$ cat src/rtl/matrix_pkg.sv
// rtl/matrix_pkg.sv - shared state encoding and sizing helpers for the matrix multiplier
package matrix_pkg;

   localparam logic [1:0] ST_IDLE = 2'd0;
   localparam logic [1:0] ST_CALC = 2'd1;
   localparam logic [1:0] ST_DONE = 2'd2;

   // Result width that can hold a full N-term dot product without overflow.
   function automatic int calc_ow(input int dw, input int n);
      return 2 * dw + $clog2(n);
   endfunction

   function automatic int elem_idx(input int r, input int c, input int n);
      return r * n + c;
   endfunction

endpackage

$ cat src/rtl/matrix_mult_seq_if.sv
// rtl/matrix_mult_seq_if.sv - start/done control and flattened operand/result buses
interface matrix_mult_seq_if #(
   parameter int N  = 2,
   parameter int DW = 4,
   parameter int OW = matrix_pkg::calc_ow(DW, N)
);
   logic                start;
   logic [N*N*DW-1:0]   a_flat;
   logic [N*N*DW-1:0]   b_flat;
   logic [N*N*OW-1:0]   c_flat;
   logic                busy;
   logic                done;

   modport master (output start, a_flat, b_flat, input  c_flat, busy, done);
   modport slave  (input  start, a_flat, b_flat, output c_flat, busy, done);
endinterface

$ cat src/rtl/matrix_mac_unit.sv
// rtl/matrix_mac_unit.sv - combinational multiply-add of one operand pair into the accumulator
module matrix_mac_unit #(
   parameter int DW     = 4,
   parameter int OW     = 9,
   parameter int SIGNED = 0
) (
   input  logic [DW-1:0] a,
   input  logic [DW-1:0] b,
   input  logic [OW-1:0] acc_in,
   output logic [OW-1:0] acc_out
);
   logic [OW-1:0] a_ext;
   logic [OW-1:0] b_ext;
   logic [OW-1:0] prod;

   generate
      if (SIGNED != 0) begin : g_signed
         assign a_ext = {{(OW-DW){a[DW-1]}}, a};
         assign b_ext = {{(OW-DW){b[DW-1]}}, b};
      end else begin : g_unsigned
         assign a_ext = {{(OW-DW){1'b0}}, a};
         assign b_ext = {{(OW-DW){1'b0}}, b};
      end
   endgenerate

   // The low OW bits of the product are the same for signed and unsigned once extended.
   assign prod    = a_ext * b_ext;
   assign acc_out = acc_in + prod;
endmodule

$ cat src/rtl/matrix_mult_seq.sv
// rtl/matrix_mult_seq.sv - sequential NxN matrix multiplier, one MAC per clock
module matrix_mult_seq
   import matrix_pkg::*;
#(
   parameter int N      = 2,
   parameter int DW     = 4,
   parameter int SIGNED = 0,
   localparam int OW    = calc_ow(DW, N)
) (
   input  logic             clk,
   input  logic             rst_n,
   matrix_mult_seq_if.slave bus
);
   localparam int IW = $clog2(N);
   localparam int EW = $clog2(N*N);
   localparam int NE = N*N;
   localparam logic [IW-1:0] LAST = IW'(N-1);

   logic [1:0]          state_q, state_d;
   logic [DW-1:0]       a_q  [NE];
   logic [DW-1:0]       a_d  [NE];
   logic [DW-1:0]       b_q  [NE];
   logic [DW-1:0]       b_d  [NE];
   logic [OW-1:0]       cw_q [NE];
   logic [OW-1:0]       cw_d [NE];
   logic [NE*OW-1:0]    c_q, c_d;
   logic [IW-1:0]       i_q, i_d, j_q, j_d, k_q, k_d;
   logic [OW-1:0]       acc_q, acc_d, acc_next;
   logic                busy_q, busy_d, done_q, done_d;
   logic [EW-1:0]       ik_idx, kj_idx, ij_idx;

   assign ik_idx = EW'(elem_idx(int'(i_q), int'(k_q), N));
   assign kj_idx = EW'(elem_idx(int'(k_q), int'(j_q), N));
   assign ij_idx = EW'(elem_idx(int'(i_q), int'(j_q), N));

   matrix_mac_unit #(.DW(DW), .OW(OW), .SIGNED(SIGNED)) u_mac (
      .a       (a_q[ik_idx]),
      .b       (b_q[kj_idx]),
      .acc_in  (acc_q),
      .acc_out (acc_next)
   );

   always_comb begin
      state_d = state_q;
      a_d     = a_q;
      b_d     = b_q;
      cw_d    = cw_q;
      c_d     = c_q;
      i_d     = i_q;
      j_d     = j_q;
      k_d     = k_q;
      acc_d   = acc_q;
      busy_d  = busy_q;
      done_d  = 1'b0;
      case (state_q)
         ST_IDLE: begin
            if (bus.start) begin
               for (int e = 0; e < NE; e++) begin
                  a_d[e] = bus.a_flat[e*DW +: DW];
                  b_d[e] = bus.b_flat[e*DW +: DW];
               end
               acc_d   = '0;
               i_d     = '0;
               j_d     = '0;
               k_d     = '0;
               busy_d  = 1'b1;
               state_d = ST_CALC;
            end
         end
         ST_CALC: begin
            if (k_q == LAST) begin
               cw_d[ij_idx] = acc_next;
               acc_d        = '0;
               k_d          = '0;
               if (j_q == LAST) begin
                  j_d = '0;
                  if (i_q == LAST) begin
                     // Publish the whole result at once so c_flat never shows a mix of runs.
                     for (int e = 0; e < NE; e++) begin
                        c_d[e*OW +: OW] = cw_d[e];
                     end
                     done_d  = 1'b1;
                     state_d = ST_DONE;
                  end else begin
                     i_d = i_q + 1'b1;
                  end
               end else begin
                  j_d = j_q + 1'b1;
               end
            end else begin
               acc_d = acc_next;
               k_d   = k_q + 1'b1;
            end
         end
         ST_DONE: begin
            busy_d  = 1'b0;
            state_d = ST_IDLE;
         end
         default: state_d = ST_IDLE;
      endcase
   end

   always_ff @(posedge clk or negedge rst_n) begin
      if (!rst_n) begin
         state_q <= ST_IDLE;
         a_q     <= '{default: '0};
         b_q     <= '{default: '0};
         cw_q    <= '{default: '0};
         c_q     <= '0;
         i_q     <= '0;
         j_q     <= '0;
         k_q     <= '0;
         acc_q   <= '0;
         busy_q  <= 1'b0;
         done_q  <= 1'b0;
      end else begin
         state_q <= state_d;
         a_q     <= a_d;
         b_q     <= b_d;
         cw_q    <= cw_d;
         c_q     <= c_d;
         i_q     <= i_d;
         j_q     <= j_d;
         k_q     <= k_d;
         acc_q   <= acc_d;
         busy_q  <= busy_d;
         done_q  <= done_d;
      end
   end

   assign bus.c_flat = c_q;
   assign bus.busy   = busy_q;
   assign bus.done   = done_q;
endmodule

$ cat src/flat_wrapper.sv
// flat-port wrapper written by rule: the top's interface ports become plain ports
module matrix_mult_seq_flat import matrix_pkg::*;
#(
   parameter int N      = 2,
   parameter int DW     = 4,
   parameter int SIGNED = 0,
   localparam int OW    = calc_ow(DW, N)
)
  (clk, rst_n, bus_start, bus_a_flat, bus_b_flat, bus_c_flat, bus_busy, bus_done);
  matrix_mult_seq_if #(.N(N), .DW(DW)) bus_i ();
  input  logic clk;
  input  logic rst_n;
  input wire logic [$bits(bus_i.start)-1:0] bus_start;
  input wire logic [$bits(bus_i.a_flat)-1:0] bus_a_flat;
  input wire logic [$bits(bus_i.b_flat)-1:0] bus_b_flat;
  output wire logic [$bits(bus_i.c_flat)-1:0] bus_c_flat;
  output wire logic [$bits(bus_i.busy)-1:0] bus_busy;
  output wire logic [$bits(bus_i.done)-1:0] bus_done;
  assign bus_i.start = bus_start;
  assign bus_i.a_flat = bus_a_flat;
  assign bus_i.b_flat = bus_b_flat;
  assign bus_c_flat = bus_i.c_flat;
  assign bus_busy = bus_i.busy;
  assign bus_done = bus_i.done;
  matrix_mult_seq #(.N(N), .DW(DW), .SIGNED(SIGNED)) u_core (.clk(clk), .rst_n(rst_n), .bus(bus_i));
endmodule
$ cat config.mk
export PLATFORM = sky130hd
export DESIGN_NAME = matrix_mult_seq_flat
export DESIGN_NICKNAME = d
export VERILOG_FILES = /design/src/rtl/matrix_pkg.sv /design/src/rtl/matrix_mult_seq_if.sv /design/src/rtl/matrix_mac_unit.sv /design/src/rtl/matrix_mult_seq.sv /design/src/flat_wrapper.sv
export SDC_FILE = /design/constraint.sdc
export NUM_CORES = 1
export LEC_CHECK = 0
export ABC_CLOCK_PERIOD_IN_PS = 4430
export CORE_MARGIN = 3
export CORE_UTILIZATION = 49
export DETAILED_ROUTE_END_ITERATION = 16
export PLACE_DENSITY = 0.78
export SLEW_MARGIN = 20
export SYNTH_ARGS = -nofsm -noshare
export SYNTH_HDL_FRONTEND = slang
export SYNTH_SLANG_ARGS = --single-unit
$ cat constraint.sdc
create_clock -name clk -period 4.43 [get_ports clk]
set_input_delay 0.443 -clock clk [delete_from_list [all_inputs] [get_ports clk]]
set_output_delay 0.443 -clock clk [all_outputs]
set_load 0.01 [all_outputs]
==> results_tabular.tex <==
\begin{tabular}{lr}
\hline
Metric & Value \\
\hline
\multicolumn{2}{l}{\textbf{Status}} \\
\quad Run status & finished clean \\
\multicolumn{2}{l}{\textbf{Yosys}} \\
\quad Synth Cell Area & $\sim$5200 sq um \\
\quad Post-synthesis sequential area ratio & $\sim$53\% \\
\quad Register bit total from synthesis & around 110 \\
\quad Area share of the leading cell type in the synthesized netlist & a little over half \\
\quad Proportion of register bits with asynchronous set or reset after synthesis & 100\% \\
\quad Cell types occupying the most area after synthesis & dfrtp\_1 (53\%), nand2\_1 (9.2\%), mux2\_2 (7.8\%) \\
\quad Number of enable flip-flop cells after synthesis & 0 \\
\quad Top-count cell post-synth & nand2\_1 \\
\quad Most frequent cells after synthesis & nand2\_1 (127), dfrtp\_1 (111), mux2\_2 (36) \\
\quad Prevailing post-synth register cell & dfrtp\_1 \\
\quad Mapped Cells & roughly 470 \\
\quad Distinct cells, synth & 48 \\
\quad Post-Synthesis Mean Instance Area & 11.2 sq um \\
\quad Syn Nets & 526 \\
\quad Largest area contributor in the netlist & dfrtp\_1 \\
\quad Synthesis warning total & 0 \\
\multicolumn{2}{l}{\textbf{Global route}} \\
\quad Met1 track demand over resource in global routing & about 26\% \\
\quad Global-route wire length before repair & 18.5 mm \\
\quad Via count of the first global-routing pass & between 3000 and 4000 \\
\quad Most used routing layer & met2 \\
\quad Overflow left after global routing & 0 \\
\quad Global-route usage over all layers & 19.9\% \\
\quad Met2 GRT Util & about 34\% \\
\quad Maximum number of pins on one net before global-route repair & 86 \\
\quad Number of antenna violations at the first check in global routing & 0 \\
\quad Met3 Use GR & 3.20\% \\
\multicolumn{2}{l}{\textbf{Worst setup path}} \\
\quad Critical path type & reg2reg \\
\quad Highest cell delay on the worst timing path & 0.58 ns \\
\quad Critical Path Start Type & register \\
\quad Setup slack of the worst register-to-register path & 0.17 ns \\
\quad Worst Path Max Fanout & 8 \\
\quad Worst Path Required & $\sim$4.7 ns \\
\quad Worst reg2reg startpoint & u\_core.k\_q\$\_DFFE\_PN0P\_ \\
\quad Count of buffering cells on the critical path with inverters included & 1 \\
\quad Sort of element at the end of the critical path & register \\
\quad Terminus of the critical flop-to-flop path & u\_core.cw\_q[16]\$\_DFFE\_PN0P\_ \\
\quad Slowest CP cell & mux4\_2 \\
\quad Worst path arrival time & around 4.5 ns \\
\quad Crit-path cells & mux4\_2 > nand2\_2 > fa\_1 > inv\_1 > fa\_1 > ha\_1 > a21o\_1 > a21oi\_2 > or4\_1 > o2111ai\_2 > ha\_4 > a211oi\_2 > o211a\_1 > a211oi\_4 > mux2\_4 \\
\quad Worst Reg-to-Reg Cells & 15 \\
\quad Worst path most repeated cell & fa\_1 \\
\quad Top delay family on crit path & adder cells \\
\multicolumn{2}{l}{\textbf{Route}} \\
\quad Routed wire length per instance & between 15 and 20 microns \\
\quad Count of nets left with antenna violations after detail routing & 0 \\
\quad DRC & 0 \\
\quad Drt first pass iters & 4 \\
\quad Starting DRT DRC Count & 173 \\
\quad Vias per cell & approximately 5.3 \\
\quad Overall via count from detail\_route & 3631 \\
\quad Total detailed-routing wirelength & approximately 11 mm \\
\multicolumn{2}{l}{\textbf{Die}} \\
\quad Die Y-Extent & approximately 110 microns \\
\quad Horizontal extent of the die & roughly 110 microns \\
\quad Boundary pin count & between 70 and 80 \\
\quad Floorplan die area & 11900 sq um \\
\quad Initial Utilization & about half \\
\quad Number of rows in the core area & 37 \\
\quad Core region area & a little over 10000 sq um \\
\multicolumn{2}{l}{\textbf{Cells and area}} \\
\quad Final Cell Area & 6380 sq um \\
\quad Area overhead of the layout relative to synthesis & 22.5\% \\
\quad Proportion of layout cells with a drive suffix above 1 & about a fifth \\
\quad Ant diodes & 0 \\
\quad Layout Utilization & between 60\% and 70\% \\
\quad Net count of the finished layout & between 600 and 700 \\
\multicolumn{2}{l}{\textbf{STA}} \\
\quad Minimum period implied by the final worst setup slack & roughly 4.3 ns \\
\quad Final hold violation count & 0 \\
\quad Final Skew & about 0.019 ns \\
\quad Period Utilization, post-route & between 90\% and 100\% \\
\quad Pin slew with the least headroom to its limit & around 0.75 ns \\
\quad Worst path setup slack after routing & 0.171 ns \\
\quad Smallest hold slack & between 0.09 and 0.1 ns \\
\quad Number of setup violations in the final report & 0 \\
\quad FMAX & between 0.2 and 0.25 GHz \\
\quad Slew Viols, Final & 0 \\
\quad Worst-case headroom to the max-slew limit & between 50\% and 60\% \\
\multicolumn{2}{l}{\textbf{Clock tree}} \\
\quad Clock transition time at the flip-flop clock pins of the worst setup and hold paths & about 0.12 ns \\
\quad Root cell of the clock tree & clkbuf\_8 \\
\quad Postcts setup bufs & 0 \\
\quad Hold buffer count at CTS & 0 \\
\quad Worst skew pair latency & 0.38 ns \\
\quad CTS buffer count & 9 \\
\quad H-tree depth & 3 \\
\quad Worst-case clock buffer depth & 2 \\
\quad Sinks on Clock Net & approximately 110 \\
\quad CTS tree & built \\
\multicolumn{2}{l}{\textbf{Place}} \\
\quad Placed wire-length estimate & 7.89 mm \\
\quad Placer Congestion & between 0.8 and 0.9 \\
\quad Number of I/O port buffers & around 70 \\
\quad Cell area after placement & between 6000 and 7000 sq um \\
\quad Pre-CTS setup slack & -0.0410 ns \\
\multicolumn{2}{l}{\textbf{Run}} \\
\quad Maximum Capacitance Violations & 0 \\
\multicolumn{2}{l}{\textbf{Min path}} \\
\quad Worst min-delay path class & in2async \\
\hline
\end{tabular}
## worst max path at each step
stage                           start                     endpoint  slack [ns]  cells after the start
4_1_cts        u_core.k_q$_DFFE_PN0P_  u_core.cw_q[16]$_DFFE_PN0P_        0.03                     15
5_1_grt        u_core.k_q$_DFFE_PN0P_  u_core.cw_q[16]$_DFFE_PN0P_      -0.009                     17
3_5_place_dp   u_core.k_q$_DFFE_PN0P_  u_core.cw_q[16]$_DFFE_PN0P_       -0.04                     15
6_report       u_core.k_q$_DFFE_PN0P_  u_core.cw_q[16]$_DFFE_PN0P_        0.17                     15
3_3_place_gp   u_core.k_q$_DFFE_PN0P_  u_core.cw_q[16]$_DFFE_PN0P_        0.13                     15
2_1_floorplan  u_core.k_q$_DFFE_PN0P_  u_core.cw_q[16]$_DFFE_PN0P_        0.26                     17
## cell families after synthesis
logic type | synth area share (%)
AND/OR/NAND/NOR | 13.7
adder cells (fa/ha/maj) | 6.73
flip-flops | 53.3
AO/OA/AOI/OAI | 9.68
buffers and inverters | 3.68
multiplexers | 11.9
XOR/XNOR | 1.01
## layout make-up
| type | count | area [sq um] |
|---|---|---|
| clock buffer | 9 | 124 |
| clock inverter | 7 | 73.8 |
| fill | 830 | 3940 |
| inverter | 18 | 67.6 |
| multi-input combinational | 316 | 2330 |
| sequential | 111 | 2780 |
| tap | 136 | 170 |
| timing repair buffer | 86 | 831 |
## per-stage QoR
step	setup TNS, ns	instances
after floorplan	0	466
after global placement	0	667
after detailed placement	-0.0786	667
after CTS	0	683
after global routing	-0.0128	683
final	0	683
## layer usage
metal	routed length [microns]	vias up
met4	205	0
li1	-	1737
met3	536	21
met1	4740	1759
met5	0	-
met2	5370	114
## flip-flops by register name, indices dropped and copies added, names as in the netlist
signal             cells
u_core.bus.busy        1
u_core.k_q             1
u_core.j_q             1
u_core.cw_q           27
u_core.bus.done        1
u_core.acc_q           9
u_core.i_q             1
u_core.state_q         2
u_core.a_q            16
u_core.b_q            16
u_core.bus.c_flat     36
## cell usage in the layout, fill, tap and decap left out, types with 3 or more instances in the layout
cell type | netlist | layout
mux2_2 | 36 | 36
o31ai_2 | 1 | 4
o31ai_1 | 15 | 12
nand2_1 | 127 | 124
a22o_1 | 3 | 3
ha_1 | 20 | 17
o21ai_0 | 23 | 23
dfrtp_1 | 111 | 109
inv_8 | 0 | 3
fa_1 | 5 | 4
and2_1 | 13 | 13
nor2_1 | 6 | 6
clkbuf_8 | 0 | 9
xnor2_1 | 4 | 4
a21o_1 | 6 | 6
buf_4 | 6 | 13
mux4_2 | 8 | 8
clkdlybuf4s50_1 | 0 | 71
inv_1 | 17 | 17
a21oi_1 | 8 | 6
nand2_2 | 0 | 3
o21ai_1 | 4 | 3
nor2b_1 | 3 | 3
## what timing repair did
item,in CTS,in global routing
endpoints found under the setup margin,4,15
gates resized for setup,2,22
pin swaps,0,12
Power is not shown: default switching activity piles up to over one toggle a cycle in this logic, so the estimate is an artifact.
